<file path="config.mk">
export PLATFORM = sky130hd
export DESIGN_NAME = instr_reader_flat
export DESIGN_NICKNAME = d
export VERILOG_FILES = /design/src/rtl/instr_reader_if.sv /design/src/rtl/instr_reader.sv /design/src/flat_wrapper.sv
export SDC_FILE = /design/constraint.sdc
export NUM_CORES = 1
export LEC_CHECK = 0
export ABC_AREA = 1
export BUFFER_PORTS_ARGS = -buffer_cell sky130_fd_sc_hd__clkbuf_2
export CAP_MARGIN = 20
export CORE_AREA = 5 5 122 124
export DETAILED_ROUTE_END_ITERATION = 10
export DIE_AREA = 0 0 127 129
export HOLD_SLACK_MARGIN = 0.06
export PLACE_DENSITY = 0.75
export SLEW_MARGIN = 20
export SYNTH_ARGS = -nofsm -noshare
export SYNTH_HDL_FRONTEND = slang
export SYNTH_SLANG_ARGS = --single-unit
</file>
<file path="constraint.sdc">
create_clock -name clk -period 1.35 [get_ports clk]
set_input_delay 0.135 -clock clk [delete_from_list [all_inputs] [get_ports clk]]
set_output_delay 0.135 -clock clk [all_outputs]
set_load 0.005 [all_outputs]
</file>
<file path="src/rtl/instr_reader_if.sv">
// instr_reader_pkg / instr_reader_if
// Shared instruction-register types and the valid/ready output stream
// carrying captured words from instr_reader to the scoreboard and monitor.

package instr_reader_pkg;

    localparam int unsigned NUM_ENTRIES = 32;
    localparam int unsigned ADDR_W      = 5;
    localparam int unsigned CNT_W       = ADDR_W + 1;

    typedef logic [ADDR_W-1:0] address_t;

    // Opcode encodings; the remaining 4-bit codes are undefined.
    localparam logic [3:0] OPC_ZERO  = 4'd0;
    localparam logic [3:0] OPC_PASSA = 4'd1;
    localparam logic [3:0] OPC_PASSB = 4'd2;
    localparam logic [3:0] OPC_ADD   = 4'd3;
    localparam logic [3:0] OPC_SUB   = 4'd4;
    localparam logic [3:0] OPC_MULT  = 4'd5;
    localparam logic [3:0] OPC_DIV   = 4'd6;
    localparam logic [3:0] OPC_MOD   = 4'd7;

    typedef struct packed {
        logic        [3:0]  opc;
        logic signed [31:0] op_a;
        logic signed [31:0] op_b;
        logic signed [63:0] result;
    } instruction_t;

endpackage

interface instr_reader_if;
    import instr_reader_pkg::*;

    logic         out_valid;
    logic         out_ready;
    instruction_t out_word;
    address_t     out_addr;
    logic         mismatch;

    modport master (
        output out_valid,
        input  out_ready,
        output out_word,
        output out_addr,
        output mismatch
    );

    modport slave (
        input  out_valid,
        output out_ready,
        input  out_word,
        input  out_addr,
        input  mismatch
    );

endinterface

</file>
<file path="src/rtl/instr_reader.sv">
// instr_reader
// Sweeps a wrap-around window of the 32-entry instruction register through
// its asynchronous read port and streams each captured word out on a
// valid/ready handshake. One word per two cycles when the consumer is ready.
// Optional result checking is enabled by defining INSTR_READER_CHECK_EN.

module instr_reader
    import instr_reader_pkg::*;
(
    input  logic           clk,
    input  logic           reset_n,
    input  logic           start,
    input  address_t       first_addr,
    input  logic [5:0]     count,
    output address_t       read_pointer,
    input  instruction_t   instruction_word,
    instr_reader_if.master bus,
    output logic           busy,
    output logic           done,
    output logic [5:0]     err_count
);

    typedef enum logic [1:0] {
        IDLE    = 2'd0,
        FETCH   = 2'd1,
        PRESENT = 2'd2,
        DONE    = 2'd3
    } state_t;

    state_t             state_q, state_d;
    address_t           ptr_q, ptr_d;
    logic [CNT_W-1:0]   rem_q, rem_d;
    logic               valid_q, valid_d;
    instruction_t       word_q, word_d;
    address_t           oaddr_q, oaddr_d;
    logic               mm_q, mm_d;
    logic               busy_q, busy_d;
    logic               done_q, done_d;
    logic [5:0]         err_q, err_d;
    logic               mm_c;

`ifdef INSTR_READER_CHECK_EN
    // Recompute the result in 64-bit signed arithmetic and compare with the stored one
    function automatic logic check_word(input instruction_t w);
        logic signed [63:0] a;
        logic signed [63:0] b;
        logic signed [63:0] expv;
        logic               bad;
        a    = {{32{w.op_a[31]}}, w.op_a};
        b    = {{32{w.op_b[31]}}, w.op_b};
        expv = '0;
        bad  = 1'b0;
        case (w.opc)
            OPC_ZERO:  bad = (w.result != 64'sd0);
            OPC_PASSA: bad = (w.result != a);
            OPC_PASSB: bad = (w.result != b);
            OPC_ADD:   bad = (w.result != (a + b));
            OPC_SUB:   bad = (w.result != (a - b));
            OPC_MULT:  bad = (w.result != (a * b));
            OPC_DIV: begin
                if (b != 64'sd0) begin
                    expv = a / b;
                    bad  = (w.result != expv);
                end
            end
            OPC_MOD: begin
                if (b != 64'sd0) begin
                    expv = a % b;
                    bad  = (w.result != expv);
                end
            end
            default:   bad = 1'b1;
        endcase
        return bad;
    endfunction

    assign mm_c = check_word(instruction_word);
`else
    assign mm_c = 1'b0;
`endif

    // State and output registers
    always_ff @(posedge clk or negedge reset_n) begin
        if (!reset_n) begin
            state_q <= IDLE;
            ptr_q   <= '0;
            rem_q   <= '0;
            valid_q <= 1'b0;
            word_q  <= '0;
            oaddr_q <= '0;
            mm_q    <= 1'b0;
            busy_q  <= 1'b0;
            done_q  <= 1'b0;
            err_q   <= '0;
        end else begin
            state_q <= state_d;
            ptr_q   <= ptr_d;
            rem_q   <= rem_d;
            valid_q <= valid_d;
            word_q  <= word_d;
            oaddr_q <= oaddr_d;
            mm_q    <= mm_d;
            busy_q  <= busy_d;
            done_q  <= done_d;
            err_q   <= err_d;
        end
    end

    // Next-state and next-output logic; everything holds unless a state moves it
    always_comb begin
        state_d = state_q;
        ptr_d   = ptr_q;
        rem_d   = rem_q;
        valid_d = valid_q;
        word_d  = word_q;
        oaddr_d = oaddr_q;
        mm_d    = mm_q;
        busy_d  = busy_q;
        done_d  = 1'b0;
        err_d   = err_q;

        case (state_q)
            IDLE: begin
                if (start) begin
                    state_d = FETCH;
                    ptr_d   = first_addr;
                    rem_d   = (count == 6'd0) ? CNT_W'(NUM_ENTRIES) : CNT_W'(count);
                    err_d   = '0;
                    busy_d  = 1'b1;
                end
            end
            FETCH: begin
                word_d  = instruction_word;
                oaddr_d = ptr_q;
                mm_d    = mm_c;
                valid_d = 1'b1;
                state_d = PRESENT;
            end
            PRESENT: begin
                if (bus.out_ready) begin
                    valid_d = 1'b0;
                    rem_d   = rem_q - CNT_W'(1);
                    if (mm_q && (err_q != 6'd63)) begin
                        err_d = err_q + 6'd1;
                    end
                    // Pointer only advances when another fetch follows, so it
                    // keeps the last fetched address while idle.
                    if (rem_q != CNT_W'(1)) begin
                        ptr_d   = ptr_q + ADDR_W'(1);
                        state_d = FETCH;
                    end else begin
                        done_d  = 1'b1;
                        state_d = DONE;
                    end
                end
            end
            DONE: begin
                busy_d  = 1'b0;
                state_d = IDLE;
            end
            default: begin
                state_d = IDLE;
            end
        endcase
    end

    assign read_pointer  = ptr_q;
    assign bus.out_valid = valid_q;
    assign bus.out_word  = word_q;
    assign bus.out_addr  = oaddr_q;
    assign bus.mismatch  = mm_q;
    assign busy          = busy_q;
    assign done          = done_q;
    assign err_count     = err_q;

endmodule

</file>
<file path="src/flat_wrapper.sv">
// flat-port wrapper written by rule: the top's interface ports become plain ports
module instr_reader_flat import instr_reader_pkg::*;
  (clk, reset_n, start, first_addr, count, read_pointer, instruction_word, busy, done, err_count, bus_out_valid, bus_out_ready, bus_out_word, bus_out_addr, bus_mismatch);
  instr_reader_if bus_i ();
  input  logic clk;
  input  logic reset_n;
  input  logic start;
  input  address_t first_addr;
  input  logic [5:0] count;
  output address_t read_pointer;
  input  instruction_t instruction_word;
  output logic busy;
  output logic done;
  output logic [5:0] err_count;
  output wire logic [$bits(bus_i.out_valid)-1:0] bus_out_valid;
  input wire logic [$bits(bus_i.out_ready)-1:0] bus_out_ready;
  output wire logic [$bits(bus_i.out_word)-1:0] bus_out_word;
  output wire logic [$bits(bus_i.out_addr)-1:0] bus_out_addr;
  output wire logic [$bits(bus_i.mismatch)-1:0] bus_mismatch;
  assign bus_out_valid = bus_i.out_valid;
  assign bus_i.out_ready = bus_out_ready;
  assign bus_out_word = bus_i.out_word;
  assign bus_out_addr = bus_i.out_addr;
  assign bus_mismatch = bus_i.mismatch;
  instr_reader u_core (.clk(clk), .reset_n(reset_n), .start(start), .first_addr(first_addr), .count(count), .read_pointer(read_pointer), .instruction_word(instruction_word), .bus(bus_i), .busy(busy), .done(done), .err_count(err_count));
endmodule
</file>
## Word-level counts from Yosys, hierarchy flattened

Index checks and enable logic that the tools add are counted.

| word-level totals | value |
|---|---|
| bits of input ports | 147 |
| register bits | 159 |

| cells by class | value |
|---|---|
| multiplexer cells | 21 |
| bitwise gates (word level) | 1 |
| reduce and logical (&&, ||, !) cells | 11 |
| $add $sub $neg | 2 |
| eq/ne operators | 7 |

Operator list:

| cell | number |
|---|---|
| 6-bit 2-to-1 mux | 5 |
| 5-bit 2-to-1 mux | 3 |
| 6-bit one-hot mux with 2 select lines | 1 |
| 5-bit one-hot mux with 2 select lines | 1 |
| 2-bit one-hot mux with 4 select lines | 1 |
| 4-bit AND reduction | 2 |
| 6-bit zero test | 1 |
| 2-bit 2-to-1 mux | 3 |
| 6-bit by 1-bit inequality test with 1-bit output, second input constant | 1 |
| 2-bit AND reduction | 3 |
| 2-bit nonzero test | 3 |
| 6-bit by 1-bit subtractor with 6-bit output, second input constant | 1 |
| 5-bit by 1-bit adder with 5-bit output, second input constant | 1 |
| 1-bit 2-to-1 mux | 5 |
| 2-bit equality test, second input constant | 2 |
| 2-bit inequality test, second input constant | 2 |
| 1-bit one-hot mux with 2 select lines | 2 |
| 3-bit AND reduction | 1 |
| 2-bit by 1-bit equality test with 1-bit output, second input constant | 1 |
| 2-bit zero test | 1 |
| 2-bit by 1-bit inequality test with 1-bit output, second input constant | 1 |
| 1-bit NOT | 1 |

## Depth between registers and ports, before layout

Gate-level depths: netlist (run 1).

| depth | value |
|---|---|
| depth after elaboration | 4 |
| gate-level depth with buffers | 7 |

## Least setup slack after synthesis (run 1)

OpenSTA, ideal clock, no wires.

| path | value |
|---|---|
| path type | flip-flop to flip-flop |
| from | reg u_core.ptr_q[0], in the netlist u_core.read_pointer[0] |
| to | reg u_core.ptr_q[2], in the netlist u_core.read_pointer[2] |
| setup time | 0.116 ns |
| setup slack | 0.087 ns |
| required time | 1.234 ns |
| period minus slack after synthesis | 1.263 ns |
| cell stages (with the launch flop) | 7 |
| arrival time | 1.147 ns |
| cell sequence | dfrtp_1 -> ha_1 -> or2_2 -> nand3_1 -> nand2_1 -> nand2_1 -> nand2_1 |

| on the way | value |
|---|---|
| longest elaborated chain between the ends | 4 |

RTL lines:

| item | line | source |
|---|---|---|
| from (decl) | instr_reader.sv:31 | `address_t ptr_q, ptr_d;` |
| from (signal assigned) | instr_reader.sv:97 | `ptr_q <= ptr_d;` |
| 5-bit by 1-bit adder with 5-bit output | instr_reader.sv:149 | `ptr_d = ptr_q + ADDR_W'(1);` |
| 5-bit 2-to-1 mux | instr_reader.sv:148 | `if (rem_q != CNT_W'(1)) begin` |
| 5-bit 2-to-1 mux | instr_reader.sv:140 | `if (bus.out_ready) begin` |
| 5-bit one-hot mux with 2 select lines | instr_reader.sv:122 | `case (state_q)` |

No other way between the ends. The select of a mux whose other input is x is not followed.
A chain may end at the register's enable or synchronous reset.

## Final worst setup path (run 1)

| path | value |
|---|---|
| from | reg u_core.state_q[0] |
| to | reg u_core.word_q (netlist bit u_core.bus.out_word[87]) |

| on the way | value |
|---|---|
| longest elaborated chain between the ends | 1 |

RTL lines:

| item | line | source |
|---|---|---|
| from (decl) | instr_reader.sv:30 | `state_t state_q, state_d;` |
| from (signal assigned) | instr_reader.sv:96 | `state_q <= state_d;` |
| 2-bit by 1-bit equality test with 1-bit output | instr_reader.sv:122 |  |
| to (signal assigned) | instr_reader.sv:100 | `word_q <= word_d;` |
| to (decl) | instr_reader.sv:34 | `instruction_t word_q, word_d;` |

No other way between the ends.

==> results of run 1 <==
registers in the layout, summed over array words and instances, names as in the netlist:
register              count
u_core.bus.out_word     132
u_core.rem_q              6
u_core.bus.out_addr       5
u_core.read_pointer       5
u_core.state_q            2
u_core.bus.out_valid      1
u_core.busy               1
u_core.done               1
worst paths after layout:
kind / slack [ns] / endpoint / cells after the start
max in group asynchronous: 0.62 / u_core.state_q[1] / 3
max: 0.04 / u_core.bus.out_word[87] / 6
max reg2reg: 0.04 / u_core.bus.out_word[87] / 6
min: 0.08 / u_core.rem_q[5] / 5
min in group asynchronous: 0.18 / u_core.bus.out_word[60] / 2
min reg2reg: 0.47 / u_core.bus.out_word[59] / 2
what timing repair did:
action | CTS | global route
resized for setup | 0 | 6
endpoints found under the hold margin | 293 | 0
setup buffers | 0 | 1
hold buffers | 141 | 0
setup endpoints to repair | 0 | 69
area by class of cell:
cell class	instances	share of cell area
sequential	153	0.3821
timing repair buffer	461	0.3209
multi-input combinational	517	0.2038
clock buffer	20	0.04556
tap	180	0.02247
clock inverter	11	0.01935
inverter	14	0.005742
power by group:
group          internal [mW]  switching (mW)
Sequential              6.86            1.40
Clock                   3.37            1.82
Combinational           3.85            5.24
synth_stat cells, drive strengths merged:
library cell  number  area (um^2)
or2                2        12.51
nand4              3        18.77
dfrtp            153         3829
nor2              10        40.04
inv               14        52.55
ha                 3        37.54
conb               1        3.750
nand3             16        80.08
o21ai             13        65.06
nand3b             2        15.01
nand2            459         1723
o211ai             1        7.510
buf               36        215.2
clkbuf             5        18.77
a21oi              1        5.000
stage by stage:
step	worst slack (ns)	util	TNS, ns	instances
after CTS	0.006736	0.7297	0	1354
after floorplan	0.08687	-	0	725
after global placement	0.1074	0.5788	0	1182
after global routing	-0.02527	0.7335	-0.1029	1356
final	0.04346	0.7335	0	1356
after detailed placement	0.05375	0.5788	0	1182
layer usage:
metal  up-vias  global-route usage  part of all wire
li1       3066                   -                 -
met1      2990              0.2892              0.36
met2       361              0.4545              0.50
met3       100             0.07846             0.087
met4         0              0.1571             0.050
met5         -                   0                 0
worst max-delay path: stages, from the launching register on:
cell and delay, ns:
dfrtp_1 0.36, inv_2 0.08, nor2_4 0.22, buf_4 0.19, buf_12 0.18, nand2_1 0.11
nand2_1 0.09
cell families (layout without fill, tap and decap cells):
kind of cell,after synthesis,in the layout,share of synthesized area
flops,153,153,0.6253
compound gates,15,15,0.01267
fa+ha+maj,3,3,0.006131
other cells,1,7,0.0006124
simple gates,492,492,0.3085
buf+inv,55,506,0.04679
==> flow_summary.toml, run 1 <==
[die]
core-area_um2 = 13670
die_h_um = 129
die-area_um2 = 16380
die_w_um = 127
rows = 43
start_util = 0.4481
ios = 299

[layout]
antenna_cells = 0
fin_nets = 1314
multi_input_area_um2 = 2043
final_layout_size_suffix_gt1_frac = 0.3053
register_area_um2 = 3830
final_common_cell = "nand2_1"
layout.cells.most_common_list = "457 x nand2_1, 290 x clkbuf_2, 152 x dfrtp_1, 141 x dlygate4sd3_1, 20 x buf_4"
syn_to_final_growth_pct = 63.69
fin_area_um2 = 10020
num-fill-cells = 894

[grt]
grt_first_pass_wirelength_um = 34240
grt_max_degree = 61
grt-ovfl-total = 0
grt_antenna_before_repair = 0
grt_use_total = 0.2639
grt_pass1_vias = 6865

[clocking]
clk_latency_ns = 0.42
path_clk_slew_ns = 0.06
clock_sinks = 153
cts.path.max_buffers = 2
numCtsBuffers = 17
htree_levels = 4
cts_root_buffer = "clkbuf_16"
cts_tree = "built"

[setup_path]
worstPathMaxFanout = 31
startpoint_type = "flop"
endpoint_kind = "flop"
required_ns = 1.71
worstPathArrival_ns = 1.66
timing.rr.start = "u_core.state_q[0]"
critPathLaunch = "u_core.state_q[0]"
crit_type = "flop to flop"

[routing]
drc = 0
postRouteAntennaNets = 0
wire_per_inst_um = 16.08
routed_wl_um = 21810
routed_via_density = 4.806
first_iter_violations = 467
firstDrtPassIters = 7
vias = 6517

[synth]
yosysUniqueCellTypes = 19
syn-instance-count = 719
synthesis.area_um2 = 6123
yosysWarnings = 0
ys_seq_area_frac = 0.6253
synth.avg_cell_area_um2 = 8.517
ys_ff_latch = 153

[status]
status = "complete, no violations"

[pwr]
peakVddDrop_mv = 1.070
p_leak_nw = 5.689
power_density_nw_per_um2 = 2250
p_total_mw = 22.55

[min_path]
hp-class = "input port to flop"
min-delay-start = "count[5]"

[timing]
drv_slew = 0
hold_viol = 0
period_share = 0.9678
whs_ns = 0.08194
rsz0062_at_grt = "true"
fin_crit_ns = 1.307
fin_skew_ns = 0.01079
max_freq_mhz = 765.4
setup_viol = 0

[run]
maxCapViolCount = 0

[placement]
routabilityCongestion = 0.8374
io_buffers = 291
placed_cell_area_um2 = 7910
dpl.hpwl_um = 12890
No activity file was read; power rests on OpenSTA's default activity.
==> run 2, diff against run 1 <==
CORE_AREA = 5 5 163 165   (was 5 5 122 124)
DIE_AREA = 0 0 168 170   (was 0 0 127 129)
PLACE_DENSITY = 0.49   (was 0.75)
==> flow_summary.toml, run 2 (synthesis gave the netlist of run 1 again) <==
[status]
status = "complete, no violations"

[routing]
vias = 6095
first_iter_violations = 393
postRouteAntennaNets = 0
routed_wl_um = 20290
wire_per_inst_um = 13.47
firstDrtPassIters = 6
routed_via_density = 4.044
drc = 0

[layout]
syn_to_final_growth_pct = 65.51
fin_nets = 1314
antenna_cells = 0
num-fill-cells = 2493
final_common_cell = "nand2_1"
largest_register_ffs = 132
final_layout_size_suffix_gt1_frac = 0.3076
layout.cells.most_common_list = "457 x nand2_1, 290 x clkbuf_2, 153 x dfrtp_1, 141 x dlygate4sd3_1, 21 x buf_4"

[setup_path]
worstPathMaxFanout = 38
r2r_setup_slack_ns = 0.09
endpoint_kind = "flop"
crit_type = "flop to flop"
reg2reg_depth = 6
startpoint_type = "flop"
timing.rr.start = "u_core.state_q[0]"
rr_endpoint = "u_core.bus.out_word[124]"
required_ns = 1.69
worstPathArrival_ns = 1.60

[timing]
max_freq_mhz = 796.3
period_share = 0.9302
worst_slack_ns = 0.09421
setup_tns_ns = 0
setup_viol = 0
fin_skew_ns = 0.009564
rsz0062_at_grt = "false"
hold_viol = 0
drv_slew = 0
whs_ns = 0.07907
fin_crit_ns = 1.256

[die]
start_util = 0.2460
rows = 58
die-area_um2 = 28560
ios = 299
die_h_um = 170
core-area_um2 = 24890
die_w_um = 168

[run]
maxCapViolCount = 0

[clocking]
clock_sinks = 153
cts_root_buffer = "clkbuf_16"
path_clk_slew_ns = 0.07
numCtsBuffers = 17
cts.path.max_buffers = 2
htree_levels = 4
clk_latency_ns = 0.41
cts_tree = "built"

[placement]
place_ws_ns = 0.05682
dpl.hpwl_um = 13670
routabilityCongestion = 0.8263
io_buffers = 291

[grt]
grt_antenna_before_repair = 0
grt_max_degree = 77
grt_use_total = 0.1377
grt-ovfl-total = 0
grt_pass1_vias = 6442
grt_first_pass_wirelength_um = 32650

[pwr]
p_leak_nw = 5.649
p_total_mw = 21.62
peakVddDrop_mv = 0.7950
power_density_nw_per_um2 = 2133

[min_path]
hold-path-endpoint = "u_core.rem_q[3]"
min_path_cells = 5
min-delay-start = "count[3]"
hp-class = "input port to flop"
## run 2: cell types whose count changed in the layout (fill, tap and decap cells not counted), sizes merged
cell / change
bufinv: -4
inv: +4
clkinvlp: +1
## run 2: report_power, final
group          internal, mW  switching [mW]
Sequential             6.85            1.28
Combinational          3.76            4.93
Clock                  2.75            2.05
## run 2: worst max-delay path by stage
stage	from	end	slack [ns]	cells past startpoint
after global placement	u_core.state_q[1]	u_core.bus.out_word[124]	0.06	4
after detailed placement	u_core.state_q[1]	u_core.rem_q[0]	0.06	7
after floorplan	u_core.read_pointer[0]	u_core.read_pointer[2]	0.09	6
final	u_core.state_q[0]	u_core.bus.out_word[124]	0.09	6
after global routing	u_core.state_q[0]	u_core.bus.out_word[127]	0.001	6
after CTS	u_core.state_q[1]	u_core.bus.out_word[124]	0.05	4
## run 2: cell type report
cell class / count / area (um^2) / share of cell area
inverter: 14 / 55.05 / 0.005432
sequential: 153 / 3829 / 0.3778
tap: 330 / 412.9 / 0.04074
clock buffer: 20 / 466.7 / 0.04605
multi-input combinational: 517 / 2046 / 0.2019
timing repair buffer: 461 / 3197 / 0.3154
clock inverter: 12 / 128.9 / 0.01272
## run 2: stage by stage
step	area (um^2)	util	cells
2_1_floorplan	6146	-	725
6_report	10130	0.4072	1507
3_3_place_gp	8070	0.3242	1330
3_5_place_dp	8070	0.3242	1330
5_1_grt	10130	0.4072	1507
4_1_cts	10080	0.4048	1503
## run 2: repair_timing
action,4_1_cts,5_1_grt
hold endpoints to repair,293,0
buffers inserted,0,3
gates resized for setup,0,6
setup endpoints to repair,0,21
hold buffers,141,0
## run 2: worst max-delay path, stage by stage (launching register included)
cell and delay [ns]:
dfrtp_1 0.36, inv_2 0.07, nor2_4 0.19, buf_4 0.16
buf_12 0.18, nand2_1 0.10, nand2_1 0.08
## run 2: layer usage
metal,global-route usage,up-vias,share of wire
li1,-,3052,-
met1,0.1726,2817,0.44
met2,0.2336,203,0.48
met3,0.03856,23,0.062
met4,0.03987,0,0.019
met5,0,-,0
